`src/rtl/iir_cascade_sequencer.sv`:
```
`default_nettype none
// ============================================================================
// iir_cascade_sequencer : N_SEC biquad cascade sharing one multiplier/accumulator
// Revision 1.0
// ============================================================================
module iir_cascade_sequencer #(
  parameter int DATA_W = 16,
  parameter int FRAC   = 14,
  parameter int N_SEC  = 5
) (
  input  logic              clk,
  input  logic              rst_n,
  input  logic              in_valid,
  output logic              in_ready,
  input  logic [DATA_W-1:0] in_data,
  output logic              out_valid,
  input  logic              out_ready,
  output logic [DATA_W-1:0] out_data,
  input  logic              cfg_we,
  input  logic [5:0]        cfg_addr,
  input  logic [DATA_W-1:0] cfg_wdata,
  input  logic              clear_state,
  output logic              busy,
  output logic              sat_flag,
  output logic              cfg_err
);

  localparam int ACC_W = 2 * DATA_W + 8;
  localparam int SEC_W = (N_SEC > 1) ? $clog2(N_SEC) : 1;
  localparam logic signed [DATA_W-1:0] B0_UNITY = DATA_W'(1) << FRAC;
  localparam logic signed [ACC_W-1:0]  ROUND    = ACC_W'(1) << (FRAC - 1);
  localparam logic signed [ACC_W-1:0]  Y_MAX    = {{(ACC_W-DATA_W+1){1'b0}}, {(DATA_W-1){1'b1}}};
  localparam logic signed [ACC_W-1:0]  Y_MIN    = ~Y_MAX;

  typedef enum logic [1:0] {IDLE, MAC, WB, OUT} state_t;

  state_t                     state_q, state_d;
  logic [2:0]                 mac_cnt_q;
  logic [SEC_W-1:0]           sec_q;
  logic signed [ACC_W-1:0]    acc_q;
  logic signed [DATA_W-1:0]   x_q;
  logic signed [DATA_W-1:0]   x1_q [N_SEC];
  logic signed [DATA_W-1:0]   x2_q [N_SEC];
  logic signed [DATA_W-1:0]   y1_q [N_SEC];
  logic signed [DATA_W-1:0]   y2_q [N_SEC];
  logic signed [DATA_W-1:0]   coef_q [N_SEC][5];
  logic [DATA_W-1:0]          out_data_q;
  logic                       out_valid_q;
  logic                       sat_q;
  logic                       cfg_err_q;

  logic signed [DATA_W-1:0]   mul_c, mul_x;
  logic signed [2*DATA_W-1:0] prod;
  logic signed [ACC_W-1:0]    prod_ext, acc_base, acc_d, rounded;
  logic signed [DATA_W-1:0]   y_sat;
  logic                       ovf;
  logic                       accept;
  logic                       cfg_ok;
  logic [SEC_W-1:0]           cfg_sec;

  assign in_ready  = (state_q == IDLE) && !out_valid_q;
  assign busy      = (state_q != IDLE);
  assign out_valid = out_valid_q;
  assign out_data  = out_data_q;
  assign sat_flag  = sat_q;
  assign cfg_err   = cfg_err_q;
  assign accept    = in_valid && in_ready;

  assign cfg_sec = cfg_addr[3 +: SEC_W];
  assign cfg_ok  = (state_q == IDLE) && ({1'b0, cfg_addr[5:3]} < 4'(N_SEC)) &&
                   (cfg_addr[2:0] <= 3'd4);

  // Operand order per section: b0*x, b1*x1, b2*x2, a1*y1, a2*y2.
  always_comb begin
    mul_x = x_q;
    case (mac_cnt_q)
      3'd1:    mul_x = x1_q[sec_q];
      3'd2:    mul_x = x2_q[sec_q];
      3'd3:    mul_x = y1_q[sec_q];
      3'd4:    mul_x = y2_q[sec_q];
      default: mul_x = x_q;
    endcase
  end

  assign mul_c    = coef_q[sec_q][mac_cnt_q];
  assign prod     = mul_c * mul_x;
  assign prod_ext = {{(ACC_W-2*DATA_W){prod[2*DATA_W-1]}}, prod};
  assign acc_base = (mac_cnt_q == 3'd0) ? '0 : acc_q;
  assign acc_d    = (mac_cnt_q >= 3'd3) ? acc_base - prod_ext : acc_base + prod_ext;
  assign rounded  = (acc_q + ROUND) >>> FRAC;

  always_comb begin
    y_sat = rounded[DATA_W-1:0];
    ovf   = 1'b0;
    if (rounded > Y_MAX) begin
      y_sat = Y_MAX[DATA_W-1:0];
      ovf   = 1'b1;
    end else if (rounded < Y_MIN) begin
      y_sat = Y_MIN[DATA_W-1:0];
      ovf   = 1'b1;
    end
  end

  always_comb begin
    state_d = state_q;
    case (state_q)
      IDLE:    if (accept) state_d = MAC;
      MAC:     if (mac_cnt_q == 3'd4) state_d = WB;
      WB:      state_d = (sec_q == SEC_W'(N_SEC - 1)) ? OUT : MAC;
      OUT:     if (out_valid_q && out_ready) state_d = IDLE;
      default: state_d = IDLE;
    endcase
  end

  always_ff @(posedge clk or negedge rst_n) begin
    if (!rst_n) state_q <= IDLE;
    else        state_q <= state_d;
  end

  always_ff @(posedge clk or negedge rst_n) begin
    if (!rst_n) begin
      mac_cnt_q   <= '0;
      sec_q       <= '0;
      acc_q       <= '0;
      x_q         <= '0;
      out_data_q  <= '0;
      out_valid_q <= 1'b0;
      sat_q       <= 1'b0;
      cfg_err_q   <= 1'b0;
      for (int s = 0; s < N_SEC; s++) begin
        x1_q[s] <= '0;
        x2_q[s] <= '0;
        y1_q[s] <= '0;
        y2_q[s] <= '0;
        for (int k = 0; k < 5; k++) coef_q[s][k] <= (k == 0) ? B0_UNITY : '0;
      end
    end else begin
      cfg_err_q <= cfg_we && !cfg_ok;
      if (cfg_we && cfg_ok) coef_q[cfg_sec][cfg_addr[2:0]] <= cfg_wdata;

      case (state_q)
        IDLE: begin
          if (clear_state) begin
            for (int s = 0; s < N_SEC; s++) begin
              x1_q[s] <= '0;
              x2_q[s] <= '0;
              y1_q[s] <= '0;
              y2_q[s] <= '0;
            end
          end
          if (accept) begin
            x_q       <= in_data;
            sec_q     <= '0;
            mac_cnt_q <= '0;
            sat_q     <= 1'b0;
          end
        end
        MAC: begin
          acc_q     <= acc_d;
          mac_cnt_q <= (mac_cnt_q == 3'd4) ? 3'd0 : mac_cnt_q + 3'd1;
        end
        WB: begin
          // The section output becomes the next section's input sample.
          x2_q[sec_q] <= x1_q[sec_q];
          x1_q[sec_q] <= x_q;
          y2_q[sec_q] <= y1_q[sec_q];
          y1_q[sec_q] <= y_sat;
          x_q         <= y_sat;
          sat_q       <= sat_q | ovf;
          sec_q       <= sec_q + 1'b1;
        end
        OUT: begin
          if (!out_valid_q) begin
            out_valid_q <= 1'b1;
            out_data_q  <= x_q;
          end else if (out_ready) begin
            out_valid_q <= 1'b0;
          end
        end
        default: ;
      endcase
    end
  end

endmodule
`default_nettype wire

```
`config.mk`:
```
export PLATFORM = sky130hd
export DESIGN_NAME = iir_cascade_sequencer
export DESIGN_NICKNAME = d
export VERILOG_FILES = /design/src/rtl/iir_cascade_sequencer.sv
export SDC_FILE = /design/constraint.sdc
export NUM_CORES = 2
export LEC_CHECK = 0
export CAP_MARGIN = 15
export CORE_MARGIN = 5
export CORE_UTILIZATION = 36
export DETAILED_ROUTE_END_ITERATION = 7
export GPL_TIMING_DRIVEN = 0
export HOLD_SLACK_MARGIN = 0.1
export PLACE_DENSITY_LB_ADDON = 0.2
export SLEW_MARGIN = 25
export SYNTH_ARGS = -nofsm -noshare
export SYNTH_HDL_FRONTEND = slang
export SYNTH_SLANG_ARGS = --single-unit
export TNS_END_PERCENT = 20
```
`constraint.sdc`:
```
create_clock -name clk -period 13.25 [get_ports clk]
set_input_delay 2.65 -clock clk [delete_from_list [all_inputs] [get_ports clk]]
set_output_delay 2.65 -clock clk [all_outputs]
set_load 0.03 [all_outputs]
```
# After elaboration in Yosys (flattened, before gate mapping)
# Cells that the tools add are included.
# totals
word_cells	168
ff_bits	803
mem_bits_ro	0
latch_bits	0
ramBits	0
n_memories	0
in_bits	44
# classes
shift	0
n_div	0
n_mux	56
add_sub_neg	5
order_cmp	12
eq_ne	12
bitwise_logic	6
n_reduce_logical	22
n_mul	1
# op_table
cell	n
$pmux 80 s2	4
$bwmux 400	1
$bwmux 80	4
$mux 80	4
$bmux 16 s3	5
$bmux 80 s3	1
$demux 80 s3	1
$mux 16	15
$demux 16 s3	2
$mux 40	2
$pmux 16 s4	1
$add 40x15->40 const B	1
$add 40x32->40	1
$sub 40x32->40	1
$mul 16x16->32	1
$pmux 16 s2	1
$gt 26x16->1 const B	1
$lt 26x16->1 const B	1
$ge 4x4->1 const B	4
$not 3->4	4
$lt 4x1->1 const B	3
$pmux 3 s2	2
$logic_and 1x1->1	10
$mux 2	4
22 further kinds	40

# Longest topological paths before layout
# depth
word_depth	10
ltp_mapped	50
mapped_depth_nobuf	45

# Least setup slack after synthesis
# OpenSTA, ideal clock, no wires.
# synth_timing
kind	reg2reg
startpoint	register sec_q[1]
endpoint	register acc_q[39]
t_required_ps	13117
path_stages_with_launch	43
setup_time_ps	133
path_buffers	5
setup_slack_ps	2198
t_arrival_ps	10919
path_cell_list	dfrtp_1 -> buf_2 -> clkbuf_1 -> buf_1 -> buf_1 -> mux4_2 -> a211oi_1 -> nor3_1 -> nand2_1 -> a21oi_1 -> nor2_1 -> nor2_1 -> fa_1 -> inv_1 -> fa_1 -> fa_1 -> inv_1 -> fa_1 -> (+7 left out) -> a21o_1 -> nor2b_1 -> or3_4 -> xor2_1 -> nor4b_4 -> nand4_2 -> nand2b_1 -> or3_4 -> nand2_1 -> xor2_1 -> ha_1 -> nand3_1 -> o31ai_1 -> a2111oi_0 -> o41ai_1 -> nor2_1 -> mux2i_1 -> o211ai_1
# synth_between
elab_chain_len	10
elab_cells_between_ends	24
# synth_rtl
item	line	rtl
start: declaration	39	logic [SEC_W-1:0] sec_q;
start signal: assignment	170	sec_q <= sec_q + 1'b1;
$not 3->4 (implied by the code) (*)	-	
$bmux 80 s3	85	assign mul_c = coef_q[sec_q][mac_cnt_q];
$mux 80 (implied by the code) (2 in series)	85	
$bmux 16 s3	85	
$mux 16 (implied by the code) (2 in series)	85	
$mul 16x16->32 (*)	86	assign prod = mul_c * mul_x;
$add 40x32->40 or $sub 40x32->40 (tied branches)	89	assign acc_d = (mac_cnt_q >= 3'd3) ? acc_base - prod_ext : acc_base + prod_ext;
$mux 40 (*)	89	
end signal: assignment	124	acc_q <= '0;
end signal: assignment	159	acc_q <= acc_d;
end: declaration	40	logic signed [ACC_W-1:0] acc_q;
# Every way passes the cells marked *; elsewhere a longest branch is shown, timed or not. The select of a mux whose other input is x is not followed.
# A chain may end at the register's enable or synchronous reset.

# Worst setup path in the final report
# layout_timing
startpoint	register sec_q[0]
endpoint	register acc_q[38]
# The elaborated chain is that of the path after synthesis.

==> run summary <==
Worst EP required - 13,870 ps
Worst Tran Pin Value - 1180 ps
Synth Area in Compound Gates - 14.7%
CTS tree - yes
first-pass GRT wire length - 284,000 µm
Routed Antenna Nets - 0
synthesized-area fraction occupied by adder cells - 13.8%
Ys Warns - 0
FILL cells - 13.5k
area of the multi-input gates - 27,600 µm²
critical path class - reg -> reg
final core occ - 41.4%
wire per inst - 28.1 µm
Crit-path slowest cell - clkbuf_2
Post-Synth XOR/XNOR Area - 1.79%
die height - 382 µm
CP most frequent cell - fa_1
Max-Cap Viols - 0
Initial Utilization - 36.2%
vias in the first global route - 40.3k
FMAX - 0.0782 GHz
Reg2Reg Depth - 44
slew margin rel. - 20.8%
fin. max-slew vios - 0
crit path DAT - 13,400 ps
H-tree Lvls - 3
Syn Inst Count - 4,806
worst hold slack - 472 ps
Root Driver - clkbuf_16
Seq cells post-synth - 803
deepest clock path buffer count - 3
total gr overflow - 0
Die Wd - 382 µm
syn nets - 5,243
FP Rows - 136
initial antenna violation count - 4
RSZ-0062 raised after global routing - false
Area growth syn-to-layout - 14.3%
syn avg cell area - 10.4 µm²
Storage cell area - 20,100 µm²
Core ar. - 137,000 µm²
WHS Path Cells - 2
worst hold endpoint - acc_q[11]
Final Hold Vio Count - 0
Placer Congestion - 0.929
Worst setup EP type - flop
Synth Area in Simple Gates - 10.6%
largest net degree at the start of global routing - 134
Initial DRT Pass Iterations - 8
Via Count - 40.2k
Clock Sinks - 803
Initial DRC Count - 4,376
Final period util - 96.5%
Post-DP HPWL - 141,000 µm
Cell variety after synth - 93
combinational family with the most area after synthesis - compound AO/OA/AOI/OAI gates
hold path startpoint - acc_q[11]
Primary FF master, synth - dfrtp_1
final net count - 5,433
final setup fails - 0
Period minus WS final - 12,790 ps
routed wire length - 193,000 µm
reg2reg start - sec_q[0]
Synth top area share - 40.1%
setup slack on the worst flop-to-flop path - 460 ps
Synth async-reset ratio - 100%
Mapped Area - 49,800 µm²
Port Buf Inserts - 63
crit path max fanout - 10
IO Count - 65
min-delay worst type - reg -> reg
share of cells above drive strength 1 - 17.7%
Yosys top cell by area - dfrtp_1
top cells by area, synth - dfrtp_1 (40%), fa_1 (11%), mux2_2 (9.6%), ha_1 (3.2%), o21ai_0 (3.2%)
reg2reg end - acc_q[38]
Die ar. - 146,000 µm²
TritonCTS buffer count - 88
status - finished clean
all-layer global routing usage - 26.0%
post-synthesis sequential area ratio - 40.3%
max incr delay on CP - 570 ps
mux cell area share after synthesis - 13.6%
Clock Latency Late Sink - 710 ps
number of vias per cell - 5.86
Reg clk slew, reported paths - 60 ps
# DRC - 0
Synth top cells by count - dfrtp_1 (798), mux2_2 (423), nor2_1 (399)
top-count cell post-synth - dfrtp_1
clk_skew - 37.1 ps
critical path startpoint category - flop
Post-synth EDFFs - 0
[kinds of logic after synthesis]
family          after synthesis
simple gates               1162
xor+xnor                    102
mux                         573
buf+inv                     672
compound gates             1101
fa+ha+maj                   393
flops                       803
[how the worst max path moves through the flow]
stage,startpoint,endpoint,slack (ps),depth (start not counted)
2_1_floorplan,sec_q[1],acc_q[39],2200,42
3_3_place_gp,rst_n,out_data[4],-28630,1
3_5_place_dp,sec_q[0],acc_q[39],-2430,42
4_1_cts,sec_q[0],acc_q[38],7,46
5_1_grt,sec_q[0],acc_q[38],2,44
6_report,sec_q[0],acc_q[38],460,44
[layout by cell type (no fill, tap or decap), drive strengths merged, types with 55 or more instances in the layout]
master	netlist	layout
a21oi	207	207
dfrtp	798	798
buf	73	120
mux2	423	423
nor2	400	400
and2	55	55
fa	264	264
ha	129	129
mux2i	111	111
a22o	183	183
nand2	359	359
clkdlybuf4s50	0	62
inv	335	337
o22ai	67	67
nand3	127	127
clkbuf	263	383
o21ai	329	329
[critical path: cells and delay by family (launching register included)]
kind | cells | cell delay [ps]
AND/OR/NAND/NOR | 12 | 3190
buffers and inverters | 11 | 2440
AO/OA/AOI/OAI | 13 | 2980
flip-flops | 1 | 450
adder cells (fa/ha/maj) | 8 | 3590
[repair_timing]
item / 4_1_cts / 5_1_grt
pin swaps: 6 / 12
gates resized for setup: 145 / 195
setup buffers: 8 / 20
hold buffers: 0 / 0
setup endpoints to repair: 23 / 10
gates cloned: 0 / 0
[sequential cells by signal (all words and copies together), names as in the netlist, 2 cells and up]
name and cells:
y2_q 80, x2_q 80, x1_q 80, x_q 16
state_q 2, y1_q 80, out_data 16, acc_q 40
coef_q 400, mac_cnt_q 3, sec_q 3
[layout make-up]
type	instances	share of cell area (%)
multi-input combinational	3331	48.5
sequential	803	35.3
clock buffer	134	4.66
tap	1794	3.94
buffer	331	2.98
inverter	336	2.23
timing repair buffer	105	2.01
clock inverter	21	0.428
antenna	2	0.00879
[stage by stage]
stage | cell area (µm²) | cells | setup slack [ps] | setup TNS (ps)
2_1_floorplan | 49800 | 4806 | 2200 | 0
3_3_place_gp | 52700 | 6663 | -28630 | -
3_5_place_dp | 53100 | 6676 | -2430 | -26890
4_1_cts | 56400 | 6837 | 6.78 | 0
5_1_grt | 57000 | 6856 | 1.64 | 0
6_report | 57000 | 6857 | 464 | 0
[routing by layer]
metal	up-vias	global-route usage, %	wire length [µm]
met2	1745	39.8	85200
li1	17200	-	-
met1	20800	36.2	83300
met3	391	5.48	15600
met5	-	0	24
met4	4	10.3	8880
Power is left out: the tool's default activity adds up to more than one toggle a clock period on the data nets, which glitch-free logic cannot reach.
